===== config.mk =====
export PLATFORM = sky130hd
export DESIGN_NAME = coarse_peak_search_flat
export DESIGN_NICKNAME = d
export VERILOG_FILES = /design/src/rtl/coarse_sync_pkg.sv /design/src/rtl/coarse_peak_search_if.sv /design/src/rtl/coarse_peak_search_peak_tracker.sv /design/src/rtl/coarse_peak_search.sv /design/src/flat_wrapper.sv
export SDC_FILE = /design/constraint.sdc
export NUM_CORES = 1
export LEC_CHECK = 0
export ABC_CLOCK_PERIOD_IN_PS = 6300
export BUFFER_PORTS_ARGS = -buffer_cell sky130_fd_sc_hd__buf_2
export CORE_AREA = 2 2 151 138
export DETAILED_ROUTE_END_ITERATION = 10
export DIE_AREA = 0 0 153 140
export SLEW_MARGIN = 20
export SYNTH_ARGS = -nofsm -noshare
export SYNTH_HDL_FRONTEND = slang
export SYNTH_SLANG_ARGS = --single-unit

===== constraint.sdc =====
create_clock -name logic_clk_in -period 6.3 [get_ports logic_clk_in]
set_input_delay 1.89 -clock logic_clk_in [delete_from_list [all_inputs] [get_ports logic_clk_in]]
set_output_delay 1.89 -clock logic_clk_in [all_outputs]
set_load 0.02 [all_outputs]

===== src/rtl/coarse_sync_pkg.sv =====
// Shared types and constants for the coarse sync peak search path.
// Holds the search FSM encoding, the peak/hit widths and the saturating hit helper.
package coarse_sync_pkg;

  localparam int PEAK_W       = 11;
  localparam int TS_W_DEFAULT = 32;
  localparam int HIT_W        = 8;
  localparam logic [HIT_W-1:0] HIT_SAT = {HIT_W{1'b1}};

  typedef enum logic [2:0] {
    ST_IDLE   = 3'd0,
    ST_ARMED  = 3'd1,
    ST_SEARCH = 3'd2,
    ST_REPORT = 3'd3,
    ST_HOLD   = 3'd4
  } coarse_state_e;

  function automatic logic [HIT_W-1:0] sat_inc(input logic [HIT_W-1:0] v);
    return (v == HIT_SAT) ? v : v + HIT_W'(1);
  endfunction

endpackage


===== src/rtl/coarse_peak_search_if.sv =====
// Correlator-side inputs and timing-stage report outputs of the coarse peak search.
// Strobes are valid-only single-cycle pulses (no ready); report fields are stable from the strobe until the next report.
interface coarse_peak_search_if #(
  parameter int OFS_W = 8,
  parameter int TS_W  = coarse_sync_pkg::TS_W_DEFAULT
);
  import coarse_sync_pkg::*;

  logic                search_arm_in;
  logic                correlate_success_in;
  logic [PEAK_W-1:0]   correlate_peak_in;
  logic [19:0]         search_timeout_in;
  logic                peak_valid_out;
  logic [PEAK_W-1:0]   peak_value_out;
  logic [OFS_W-1:0]    peak_offset_out;
  logic [TS_W-1:0]     peak_time_out;
  logic [HIT_W-1:0]    hit_count_out;
  logic                sync_timeout_out;
  logic                search_busy_out;
  coarse_state_e       state_dbg;

  modport slave (
    input  search_arm_in, correlate_success_in, correlate_peak_in, search_timeout_in,
    output peak_valid_out, peak_value_out, peak_offset_out, peak_time_out,
           hit_count_out, sync_timeout_out, search_busy_out, state_dbg
  );

  modport master (
    output search_arm_in, correlate_success_in, correlate_peak_in, search_timeout_in,
    input  peak_valid_out, peak_value_out, peak_offset_out, peak_time_out,
           hit_count_out, sync_timeout_out, search_busy_out, state_dbg
  );

endinterface


===== src/rtl/coarse_peak_search_peak_tracker.sv =====
// Running maximum of one search window: value, offset and timestamp of the
// strongest sample (earliest wins ties) plus a saturating count of success samples.
module peak_tracker
  import coarse_sync_pkg::*;
#(
  parameter int OFS_W = 8,
  parameter int TS_W  = TS_W_DEFAULT
) (
  input  logic              logic_clk_in,
  input  logic              logic_rst_n_in,
  input  logic              clear,
  input  logic              load,
  input  logic              sample,
  input  logic [PEAK_W-1:0] peak_in,
  input  logic [OFS_W-1:0]  ofs_in,
  input  logic [TS_W-1:0]   ts_in,
  output logic [PEAK_W-1:0] max_val,
  output logic [OFS_W-1:0]  max_ofs,
  output logic [TS_W-1:0]   max_ts,
  output logic [HIT_W-1:0]  hits
);

  always_ff @(posedge logic_clk_in or negedge logic_rst_n_in) begin
    if (!logic_rst_n_in) begin
      max_val <= '0;
      max_ofs <= '0;
      max_ts  <= '0;
      hits    <= '0;
    end else if (clear) begin
      max_val <= '0;
      max_ofs <= '0;
      max_ts  <= '0;
      hits    <= '0;
    end else if (load) begin
      // Window opener: this sample is offset 0 by definition.
      max_val <= peak_in;
      max_ofs <= '0;
      max_ts  <= ts_in;
      hits    <= HIT_W'(1);
    end else if (sample) begin
      if (peak_in > max_val) begin
        max_val <= peak_in;
        max_ofs <= ofs_in;
        max_ts  <= ts_in;
      end
      hits <= sat_inc(hits);
    end
  end

endmodule


===== src/rtl/coarse_peak_search.sv =====
// Coarse peak search: opens a window on the first correlator hit, reports the
// strongest peak once per burst, with search timeout and post-report holdoff.
module coarse_peak_search
  import coarse_sync_pkg::*;
#(
  parameter int WIN_LEN = 64,
  parameter int OFS_W   = 8,
  parameter int HOLDOFF = 256,
  parameter int TS_W    = TS_W_DEFAULT
) (
  input  logic logic_clk_in,
  input  logic logic_rst_n_in,
  coarse_peak_search_if.slave bus
);

  localparam int HCNT_W = (HOLDOFF > 1) ? $clog2(HOLDOFF) : 1;

  coarse_state_e      state_q, state_d;
  logic [TS_W-1:0]    ts_q;
  logic [19:0]        tmo_cnt_q;
  logic [OFS_W-1:0]   ofs_q;
  logic [HCNT_W-1:0]  hold_cnt_q;

  logic [PEAK_W-1:0]  rpt_val_q;
  logic [OFS_W-1:0]   rpt_ofs_q;
  logic [TS_W-1:0]    rpt_ts_q;
  logic [HIT_W-1:0]   rpt_hits_q;
  logic               valid_q;
  logic               tmo_q;

  logic               arm, hit, last_ofs, hold_done;
  logic               trk_clear, trk_load, trk_sample, tmo_fire, busy;
  logic [PEAK_W-1:0]  trk_val;
  logic [OFS_W-1:0]   trk_ofs;
  logic [TS_W-1:0]    trk_ts;
  logic [HIT_W-1:0]   trk_hits;

  assign arm       = bus.search_arm_in;
  assign hit       = bus.correlate_success_in;
  assign last_ofs  = (ofs_q == OFS_W'(WIN_LEN - 1));
  assign hold_done = (hold_cnt_q == HCNT_W'(HOLDOFF - 1));

  // State register
  always_ff @(posedge logic_clk_in or negedge logic_rst_n_in) begin
    if (!logic_rst_n_in) state_q <= ST_IDLE;
    else                 state_q <= state_d;
  end

  // Next-state logic; arm deassert aborts only ARMED/SEARCH
  always_comb begin
    state_d = state_q;
    case (state_q)
      ST_IDLE:   if (arm) state_d = ST_ARMED;
      ST_ARMED: begin
        if (!arm)     state_d = ST_IDLE;
        else if (hit) state_d = (WIN_LEN == 1) ? ST_REPORT : ST_SEARCH;
      end
      ST_SEARCH: begin
        if (!arm)          state_d = ST_IDLE;
        else if (last_ofs) state_d = ST_REPORT;
      end
      ST_REPORT: state_d = ST_HOLD;
      ST_HOLD:   if (hold_done) state_d = arm ? ST_ARMED : ST_IDLE;
      default:   state_d = ST_IDLE;
    endcase
  end

  // Output / control decode
  always_comb begin
    trk_clear  = 1'b0;
    trk_load   = 1'b0;
    trk_sample = 1'b0;
    tmo_fire   = 1'b0;
    busy       = 1'b0;
    case (state_q)
      ST_IDLE:   trk_clear = 1'b1;
      ST_ARMED: begin
        busy     = 1'b1;
        trk_load = arm & hit;
        tmo_fire = arm & ~hit & (bus.search_timeout_in != 20'd0) &
                   (tmo_cnt_q == bus.search_timeout_in - 20'd1);
      end
      ST_SEARCH: begin
        busy       = 1'b1;
        trk_sample = arm & hit;
      end
      ST_REPORT: busy = 1'b1;
      default:   busy = 1'b0;
    endcase
  end

  always_ff @(posedge logic_clk_in or negedge logic_rst_n_in) begin
    if (!logic_rst_n_in) begin
      ts_q       <= '0;
      tmo_cnt_q  <= '0;
      ofs_q      <= '0;
      hold_cnt_q <= '0;
      rpt_val_q  <= '0;
      rpt_ofs_q  <= '0;
      rpt_ts_q   <= '0;
      rpt_hits_q <= '0;
      valid_q    <= 1'b0;
      tmo_q      <= 1'b0;
    end else begin
      ts_q <= ts_q + TS_W'(1);

      // Timeout count restarts on every entry into ARMED
      if (state_q != ST_ARMED || tmo_fire) tmo_cnt_q <= '0;
      else                                 tmo_cnt_q <= tmo_cnt_q + 20'd1;

      // ofs_q is the offset of the sample taken at the next SEARCH edge
      if (state_q == ST_ARMED)       ofs_q <= OFS_W'(1);
      else if (state_q == ST_SEARCH) ofs_q <= ofs_q + OFS_W'(1);

      if (state_q == ST_HOLD) hold_cnt_q <= hold_cnt_q + HCNT_W'(1);
      else                    hold_cnt_q <= '0;

      if (state_q == ST_REPORT) begin
        rpt_val_q  <= trk_val;
        rpt_ofs_q  <= trk_ofs;
        rpt_ts_q   <= trk_ts;
        rpt_hits_q <= trk_hits;
      end
      valid_q <= (state_q == ST_REPORT);
      tmo_q   <= tmo_fire;
    end
  end

  peak_tracker #(
    .OFS_W (OFS_W),
    .TS_W  (TS_W)
  ) u_tracker (
    .logic_clk_in   (logic_clk_in),
    .logic_rst_n_in (logic_rst_n_in),
    .clear          (trk_clear),
    .load           (trk_load),
    .sample         (trk_sample),
    .peak_in        (bus.correlate_peak_in),
    .ofs_in         (ofs_q),
    .ts_in          (ts_q),
    .max_val        (trk_val),
    .max_ofs        (trk_ofs),
    .max_ts         (trk_ts),
    .hits           (trk_hits)
  );

  assign bus.peak_valid_out   = valid_q;
  assign bus.peak_value_out   = rpt_val_q;
  assign bus.peak_offset_out  = rpt_ofs_q;
  assign bus.peak_time_out    = rpt_ts_q;
  assign bus.hit_count_out    = rpt_hits_q;
  assign bus.sync_timeout_out = tmo_q;
  assign bus.search_busy_out  = busy;
  assign bus.state_dbg        = state_q;

endmodule


===== src/flat_wrapper.sv =====
// flat-port wrapper written by rule: the top's interface ports become plain ports
module coarse_peak_search_flat import coarse_sync_pkg::*;
#(
  parameter int WIN_LEN = 64,
  parameter int OFS_W   = 8,
  parameter int HOLDOFF = 256,
  parameter int TS_W    = TS_W_DEFAULT
)
  (logic_clk_in, logic_rst_n_in, bus_search_arm_in, bus_correlate_success_in, bus_correlate_peak_in, bus_search_timeout_in, bus_peak_valid_out, bus_peak_value_out, bus_peak_offset_out, bus_peak_time_out, bus_hit_count_out, bus_sync_timeout_out, bus_search_busy_out, bus_state_dbg);
  coarse_peak_search_if #(.OFS_W(OFS_W), .TS_W(TS_W)) bus_i ();
  input  logic logic_clk_in;
  input  logic logic_rst_n_in;
  input wire logic [$bits(bus_i.search_arm_in)-1:0] bus_search_arm_in;
  input wire logic [$bits(bus_i.correlate_success_in)-1:0] bus_correlate_success_in;
  input wire logic [$bits(bus_i.correlate_peak_in)-1:0] bus_correlate_peak_in;
  input wire logic [$bits(bus_i.search_timeout_in)-1:0] bus_search_timeout_in;
  output wire logic [$bits(bus_i.peak_valid_out)-1:0] bus_peak_valid_out;
  output wire logic [$bits(bus_i.peak_value_out)-1:0] bus_peak_value_out;
  output wire logic [$bits(bus_i.peak_offset_out)-1:0] bus_peak_offset_out;
  output wire logic [$bits(bus_i.peak_time_out)-1:0] bus_peak_time_out;
  output wire logic [$bits(bus_i.hit_count_out)-1:0] bus_hit_count_out;
  output wire logic [$bits(bus_i.sync_timeout_out)-1:0] bus_sync_timeout_out;
  output wire logic [$bits(bus_i.search_busy_out)-1:0] bus_search_busy_out;
  output wire logic [$bits(bus_i.state_dbg)-1:0] bus_state_dbg;
  assign bus_i.search_arm_in = bus_search_arm_in;
  assign bus_i.correlate_success_in = bus_correlate_success_in;
  assign bus_i.correlate_peak_in = bus_correlate_peak_in;
  assign bus_i.search_timeout_in = bus_search_timeout_in;
  assign bus_peak_valid_out = bus_i.peak_valid_out;
  assign bus_peak_value_out = bus_i.peak_value_out;
  assign bus_peak_offset_out = bus_i.peak_offset_out;
  assign bus_peak_time_out = bus_i.peak_time_out;
  assign bus_hit_count_out = bus_i.hit_count_out;
  assign bus_sync_timeout_out = bus_i.sync_timeout_out;
  assign bus_search_busy_out = bus_i.search_busy_out;
  assign bus_state_dbg = bus_i.state_dbg;
  coarse_peak_search #(.WIN_LEN(WIN_LEN), .OFS_W(OFS_W), .HOLDOFF(HOLDOFF), .TS_W(TS_W)) u_core (.logic_clk_in(logic_clk_in), .logic_rst_n_in(logic_rst_n_in), .bus(bus_i));
endmodule

* After elaboration in Yosys (flattened, before gate mapping)
Cells that the tools add are included. Widths: inputs -> output; s select.
Cells by class: add/sub/neg operators 6, order comparisons 1, eq/ne operators 14, multiplexer cells 33, bitwise operators 5, reduce and logical (&&, ||, !) cells 10
Operator list (number):
- $mux 32 | 4
- $mux 8 | 11
- $mux 11 | 4
- $add 32x1->32 const B | 1
- $add 8x1->8 const B | 3
- $add 20x1->20 const B | 1
- $eq 20x20->1 | 1
- $mux 20 | 1
- $reduce_bool 20->1 | 1
- $sub 20x1->20 const B | 1
- $mux 3 | 6
- $eq 8x8->1 const B | 2
- $pmux 3 s5 | 1
- $gt 11x11->1 | 1
- $eq 8x6->1 const B | 1
- $eq 3x2->1 const B | 2
- $mux 1 | 6
- $ne 3x1->1 const B | 2
- $reduce_bool 3->1 | 2
- $and 1x1->1 | 4
- $reduce_and 2->1 | 2
- $reduce_and 4->1 | 1
- $eq 3x1->1 const B | 1
- $eq 3x3->1 const B | 1
- 9 further kinds | 9
Word-level totals: flip-flop bits (word level) 191, input bits 35, word-level logic and storage cells 84

* Logic depth before layout (Yosys ltp)
Gate-level depths: netlist of run 1.
depth in word-level cells 7, gate-level depth with buffers 11

* Hierarchy
A second synthesis of run 1 with hierarchy kept.
Unflattened totals: cell total of the unflattened synthesis 955, area, all modules 9366.5 sq um
By module, submodules not included:
- coarse_peak_search | times used 1, cells an instance 659, area each 6213.5 sq um, seq. area each 3303.2 sq um
- peak_tracker | times used 1, cells an instance 296, area each 3153.0 sq um, seq. area each 1476.4 sq um

* Least setup slack after synthesis of run 1
OpenSTA, ideal clock, no wires.
kind input port to flip-flop, from in bus_search_timeout_in[2], to reg u_core.tmo_cnt_q[11], library setup time 119 ps, data arrival time 3827 ps, data required time 6181 ps, slack 2354 ps, cell stages on the path 10, buffers on the path 3, cell sequence buf_2 or4_1 buf_2 or4b_1 a21oi_1 nor3_1 nor2b_1 a41o_1 buf_6 nor2_1
On the way: cells in the longest elaborated chain, start to end 6
RTL lines:
- start: declaration | line flat_wrapper.sv:16 | input wire logic [$bits(bus_i.search_timeout_in)-1:0] bus_search_timeout_in;
- $sub 20x1->20 or $reduce_bool 20->1 (tied branches) | line coarse_peak_search.sv:81, coarse_peak_search.sv:80
- $eq 20x20->1 or $and 1x1->1 (tied branches) | line coarse_peak_search.sv:81, coarse_peak_search.sv:80
- $and 1x1->1 * | line coarse_peak_search.sv:80 | tmo_fire = arm & ~hit & (bus.search_timeout_in != 20'd0) &
- $mux 1 * | line coarse_peak_search.sv:75 | case (state_q)
- $logic_or 1x1->1 * | line coarse_peak_search.sv:108 | if (state_q != ST_ARMED || tmo_fire) tmo_cnt_q <= '0;
- $mux 20 * | line coarse_peak_search.sv:108
- end signal: assignment | line coarse_peak_search.sv:109 | else tmo_cnt_q <= tmo_cnt_q + 20'd1;
- end: declaration | line coarse_peak_search.sv:20 | logic [19:0] tmo_cnt_q;
Every way passes the cells marked *; elsewhere a longest branch is shown, timed or not. A chain may end at the register's enable or synchronous reset.

* Worst setup path after layout of run 1
from in bus_search_timeout_in[0], to reg u_core.tmo_cnt_q[9]
Same word-level chain as after synthesis.

==> results of run 1 <==
## final timing paths
| check | from | to |
|---|---|---|
| setup reg to reg | u_core.tmo_cnt_q[15]$_DFF_PN0_ | u_core.tmo_cnt_q[9]$_DFF_PN0_ |
| max in group asynchronous | logic_rst_n_in | u_core.u_tracker.max_ts[24]$_DFFE_PN0P_ |
| min in group asynchronous | logic_rst_n_in | u_core.u_tracker.hits[5]$_DFFE_PN0P_ |
| setup / recovery | bus_search_timeout_in[0] | u_core.tmo_cnt_q[9]$_DFF_PN0_ |
| hold / removal | u_core.hold_cnt_q[0]$_DFF_PN0_ | u_core.hold_cnt_q[0]$_DFF_PN0_ |
| hold reg to reg | u_core.hold_cnt_q[0]$_DFF_PN0_ | u_core.hold_cnt_q[0]$_DFF_PN0_ |
## through the flow
stage,utilization,hold WS (ns),instance area (µm²),total power (W),setup slack (ns)
2_1_floorplan,-,0.425,8800,0.00229,2.35
3_3_place_gp,0.480,0.444,9510,0.00260,1.62
3_5_place_dp,0.480,0.448,9510,0.00261,1.54
4_1_cts,0.507,0.463,10000,0.00361,2.00
5_1_grt,0.507,0.490,10000,0.00383,1.70
6_report,0.507,0.457,10000,0.00356,1.99
## logic make-up (layout without fill, tap and decap cells)
group,Yosys count,after routing,share of synthesized area
AOI/OAI and AO/OA,122,122,0.0786
DFF,191,191,0.543
and+or+nand+nor,483,483,0.242
xor gates and xnor gates,78,78,0.0776
buffers and inverters,64,160,0.0293
adders and majority gates,18,18,0.0256
muxes,3,3,0.00356
## flip-flops by register name, indices dropped and copies added (netlist names)
signal	count
u_core.bus.peak_offset_out	8
u_core.hold_cnt_q	8
u_core.ofs_q	8
u_core.bus.peak_time_out	32
u_core.bus.hit_count_out	8
u_core.bus.peak_value_out	11
u_core.bus.peak_valid_out	1
u_core.ts_q	32
u_core.u_tracker.max_ofs	8
u_core.tmo_cnt_q	20
u_core.bus.state_dbg	3
u_core.u_tracker.max_val	11
u_core.u_tracker.max_ts	32
u_core.u_tracker.hits	8
u_core.bus.sync_timeout_out	1
## synthesized netlist by cell type (all sizes together), types with 3 or more instances
cell | number | area share
nor3 | 15 | 0.0085
nand2b | 8 | 0.0057
nand2 | 293 | 0.12
xnor2 | 50 | 0.050
a21oi | 9 | 0.0051
and3 | 11 | 0.0078
o21ai | 84 | 0.048
clkbuf | 37 | 0.016
or3 | 6 | 0.0043
buf | 4 | 0.0037
nor4 | 10 | 0.0085
inv | 22 | 0.0094
a31oi | 5 | 0.0036
nand4 | 16 | 0.011
nand3b | 3 | 0.0026
ha | 18 | 0.026
nor2b | 7 | 0.0050
o31ai | 7 | 0.0060
xor2 | 28 | 0.028
dfrtp | 191 | 0.54
nor2 | 56 | 0.024
nor4b | 4 | 0.0040
nand3 | 41 | 0.023
## layout make-up
type,instances,area (µm²),area share
Clock inverter,8,57.6,0.00573
Inverter,23,86.3,0.00859
Sequential cell,191,4780,0.476
Clock buffer,24,482,0.0480
Tap cell,255,319,0.0318
Timing Repair Buffer,105,549,0.0547
Multi-Input combinational cell,704,3770,0.376
## routing by layer
metal	wire [µm]	vias up
li1	-	3367
met1	9490	3076
met2	8010	111
met3	677	13
met4	182	0
met5	0	-
## power groups by stage
stage / Sequential, W / Combinational (W) / Clock [W]
after floorplan: 0.00158 / 0.000707 / 0
after global placement: 0.00152 / 0.00108 / 0
after detailed placement: 0.00152 / 0.00109 / 0
after CTS: 0.00150 / 0.00110 / 0.00102
after global routing: 0.00152 / 0.00124 / 0.00107
final: 0.00150 / 0.00107 / 0.000990
==> flow_summary.toml, run 1 <==
[power]
p_switching_w = 0.00136
power_frac_comb = 0.302
clock_power_share = 0.278
p_seq_frac = 0.420
internal_power_w = 0.00220
ir_drop_mv = 0.248
leakagePower_nw = 4.83
netSwitchingFraction = 0.381
power.density_mw_per_mm2 = 354

[cells_and_area]
final_cells = 1310
drive_gt1_frac = 0.134
final_common_cell = "nand2_1"
fillCellCount = 1909
area_growth_pct = 14.2
final_cell_mix = "nand2_1, dfrtp_1, buf_2"
fin_nets = 1095
antenna_cells = 0

[synth]
ys_seq_elements = 191
yosys_warnings = 0
avgSynthCellArea_um2 = 9.17
synth_top_flop_cell = "dfrtp_1"
synth_cell_type_count = 52
synth_edf_count = 0
syn-cell-area_mm2 = 0.00880
yosysSeqAreaShare = 0.543
synthesis.nets = 1012
synth_cells = 959
async_flop_share = 1.00

[timing]
setup_viol = 0
grt_setup_unrepaired = "false"
min_period_ns = 4.31
report.final.hold_viol_count = 0
clock_skew_ns = 0.0103
worst-slew-pin-transition_ns = 0.947
fin_tns_setup_ns = 0
relSlewSlack = 0.368
clock.fmax_mhz = 232
drv_slew = 0
fin_crit_sh = 0.684

[die]
io_pins = 100
die_w_um = 153
die_h_um = 140
std_cell_rows = 49
coreArea_mm2 = 0.0198
start_util = 0.444
die_area_mm2 = 0.0214

[routing]
ant_nets = 0
wl_per_cell_um = 14.0
wl_um = 18400
remaining_drc_errors = 0
num_vias = 6567
drt_pass1_iterations = 5
viasPerCell = 5.01
drtIter0Drc = 429

[critical_path]
critPathTopFamily = "simple AND/OR/NAND/NOR gates"
cp-end-kind = "flip-flop"
slowest_delay_ns = 0.64
arrival_ns = 4.59
cpMaxStageDelayCell = "a41o_1"
reg2reg_depth = 6
crit_fanout = 20
worst_setup_path_start_kind = "input pin"
worst-r2r-setup-slack_ns = 3.65
critPathRequiredTime_ns = 6.58
critPathKind = "in -> reg"
cp_num_buf_inv = 2
critical_path.cell_chain = "buf_2 -> inv_1 -> ha_1 -> or3b_2 -> nand3b_1 -> nor4b_1 -> o22a_1 -> nor2b_1 -> a41o_1 -> nor2_1"
crit_cells = 10

[global_route]
grt_pass1_vias = 6406
grt.busiest_layer = "met2"
grt_max_degree = 118
grt_pass1_wl_um = 32000
grt_antenna_before_repair = 0
grtUsageTotal = 0.181
grt_overflow = 0
met2_usage = 0.272
grtUsageMet1 = 0.267
met3_usage = 0.0377

[outcome]
status = "finished clean"

[place]
gp_congestion = 0.825
dp_hpwl_um = 12300
portBuffers = 99
dp.cells = 1278

[worst_hold_path]
hold_depth = 1
hold_path_class = "reg -> reg"

[clocking]
cts_max_level = 4
cts_resized = 0
cts_num_sinks = 191
cts_root_buf = "clkbuf_16"
cts_tree = "done"
cts_buffer_depth = 2
insertion_delay_ns = 0.43
postCtsHoldBufs = 0
numCtsBuffers = 17
clkTransAtPathRegs_ns = 0.07
cts_setup_buffers = 0

[run]
maxCapViolCount = 0
Note: power is estimated with default switching activity, not from simulation.
==> inputs of run 2 (changes only) <==
- ABC_CLOCK_PERIOD_IN_PS: 6300 -> 3650
- PLACE_DENSITY: not set -> 0.66
- clock period: 6.3 -> 3.65 ns (I/O delays scaled with it)
==> flow_summary.toml, run 2 (synthesized netlist as in run 1, its figures left out) <==
[critical_path]
cp-end-kind = "flip-flop"
arrival_ns = 3.45
cp-startpoint = "bus_search_timeout_in[0]"
critPathKind = "in -> reg"
critical_path.endpoint = "u_core.tmo_cnt_q[13]$_DFF_PN0_"
r2r_start = "u_core.bus.state_dbg[0]$_DFFE_PN0P_"
worst-r2r-setup-slack_ns = 1.04
worst_setup_path_start_kind = "input pin"
reg2reg_depth = 7
crit_fanout = 20
critPathRequiredTime_ns = 3.97
r2r_end = "u_core.bus.hit_count_out[6]$_DFFE_PN0P_"

[timing]
drv_slew = 0
fin_crit_sh = 0.857
report.final.hold_viol_count = 0
clock_skew_ns = 0.0105
fin_tns_setup_ns = 0
grt_setup_unrepaired = "false"
worst-slew-pin-transition_ns = 0.826
setup_viol = 0
min_period_ns = 3.13
clock.fmax_mhz = 320
relSlewSlack = 0.448

[routing]
remaining_drc_errors = 0
drt_pass1_iterations = 5
num_vias = 6721
ant_nets = 0
wl_met2_um = 8060
dr_wl_met3_um = 782
viasPerCell = 5.11
drtIter0Drc = 378
drt-met1-wl_um = 9410
top_layer = "met5"
wl_um = 18500
wl_per_cell_um = 14.1

[clocking]
cts_resized = 0
cts_buffer_depth = 2
cts_tree = "done"
postCtsHoldBufs = 0
cts_root_buf = "clkbuf_16"
numCtsBuffers = 17
cts_num_sinks = 191
clkTransAtPathRegs_ns = 0.07
cts_setup_buffers = 0
insertion_delay_ns = 0.43
cts_max_level = 4

[cells_and_area]
antenna_cells = 0
regArea_mm2 = 0.00478
final_cells = 1314
final_common_cell = "nand2_1"
drive_gt1_frac = 0.140
area_growth_pct = 16.0
multi_input_area_mm2 = 0.00377
fillCellCount = 1845
fin_nets = 1101
final_cell_mix = "nand2_1, dfrtp_1, buf_2"

[place]
dp.cells = 1284
portBuffers = 99
dp_hpwl_um = 12800
gp_congestion = 0.896

[global_route]
grt_pass1_wl_um = 32200
grtUsageTotal = 0.184
grt_antenna_before_repair = 1
grt_max_degree = 72
grt_pass1_vias = 6579
grt_overflow = 0

[worst_hold_path]
hold_depth = 1
hold_path_class = "reg -> reg"

[die]
die_h_um = 140
io_pins = 100
std_cell_rows = 49
start_util = 0.444
die_area_mm2 = 0.0214
die_w_um = 153
coreArea_mm2 = 0.0198

[power]
leakagePower_nw = 4.92
power.density_mw_per_mm2 = 639
ir_drop_mv = 0.350

[outcome]
status = "finished clean"

[run]
maxCapViolCount = 0
-- run 2: changes by cell type in the layout (fill, tap and decap cells not counted), sizes merged --
| cell | change |
|---|---|
| clkinv | +2 |
| buf | +6 |
| clkinvlp | -3 |
| bufinv | +4 |
| clkbuf | -5 |
-- run 2: critical path, stage by stage --
cell and delay, ns:
buf_2 0.13, inv_1 0.08, ha_1 0.21, or3b_2 0.51
nand3b_1 0.26, nor4b_1 0.37, o22a_1 0.21, nor2b_1 0.14
a41o_1 0.23, buf_12 0.16, nor2_1 0.06
-- run 2: area by class of cell --
class | count | area share
Clock inverter | 11 | 0.0162
Timing Repair Buffer | 111 | 0.0631
Sequential cell | 191 | 0.468
Clock buffer | 19 | 0.0434
Inverter | 23 | 0.00846
Tap cell | 255 | 0.0312
Multi-Input combinational cell | 704 | 0.369
-- run 2: how the worst min path moves through the flow --
stage / end / start
3_3_place_gp: u_core.hold_cnt_q[0]$_DFF_PN0_ / u_core.hold_cnt_q[0]$_DFF_PN0_
4_1_cts: u_core.hold_cnt_q[0]$_DFF_PN0_ / u_core.hold_cnt_q[0]$_DFF_PN0_
5_1_grt: u_core.hold_cnt_q[0]$_DFF_PN0_ / u_core.hold_cnt_q[0]$_DFF_PN0_
6_report: u_core.hold_cnt_q[0]$_DFF_PN0_ / u_core.hold_cnt_q[0]$_DFF_PN0_
2_1_floorplan: u_core.hold_cnt_q[0]$_DFF_PN0_ / u_core.hold_cnt_q[0]$_DFF_PN0_
3_5_place_dp: u_core.hold_cnt_q[0]$_DFF_PN0_ / u_core.hold_cnt_q[0]$_DFF_PN0_
-- run 2: power by group --
part	internal [W]	total, W	switching, W
combinational	0.000615	0.00201	0.00139
clock	0.00116	0.00193	0.000775
sequential	0.00239	0.00258	0.000199
total	0.00416	0.00652	0.00237
-- run 2: per-stage QoR --
stage,instance area [µm²],util,total power [W],worst slack [ns],hold slack (ns)
6_report,10200,0.516,0.00652,0.523,0.453
2_1_floorplan,8800,-,0.00395,0.499,0.425
5_1_grt,10200,0.516,0.00698,0.354,0.474
3_5_place_dp,9600,0.485,0.00465,0.0724,0.446
4_1_cts,10200,0.516,0.00660,0.537,0.456
3_3_place_gp,9600,0.485,0.00462,0.170,0.445
-- run 2: metal layers --
metal / vias up / track usage
li1: 3377 / -
met4: 2 / 0.0546
met3: 20 / 0.0402
met5: - / 0
met2: 128 / 0.279
met1: 3194 / 0.267
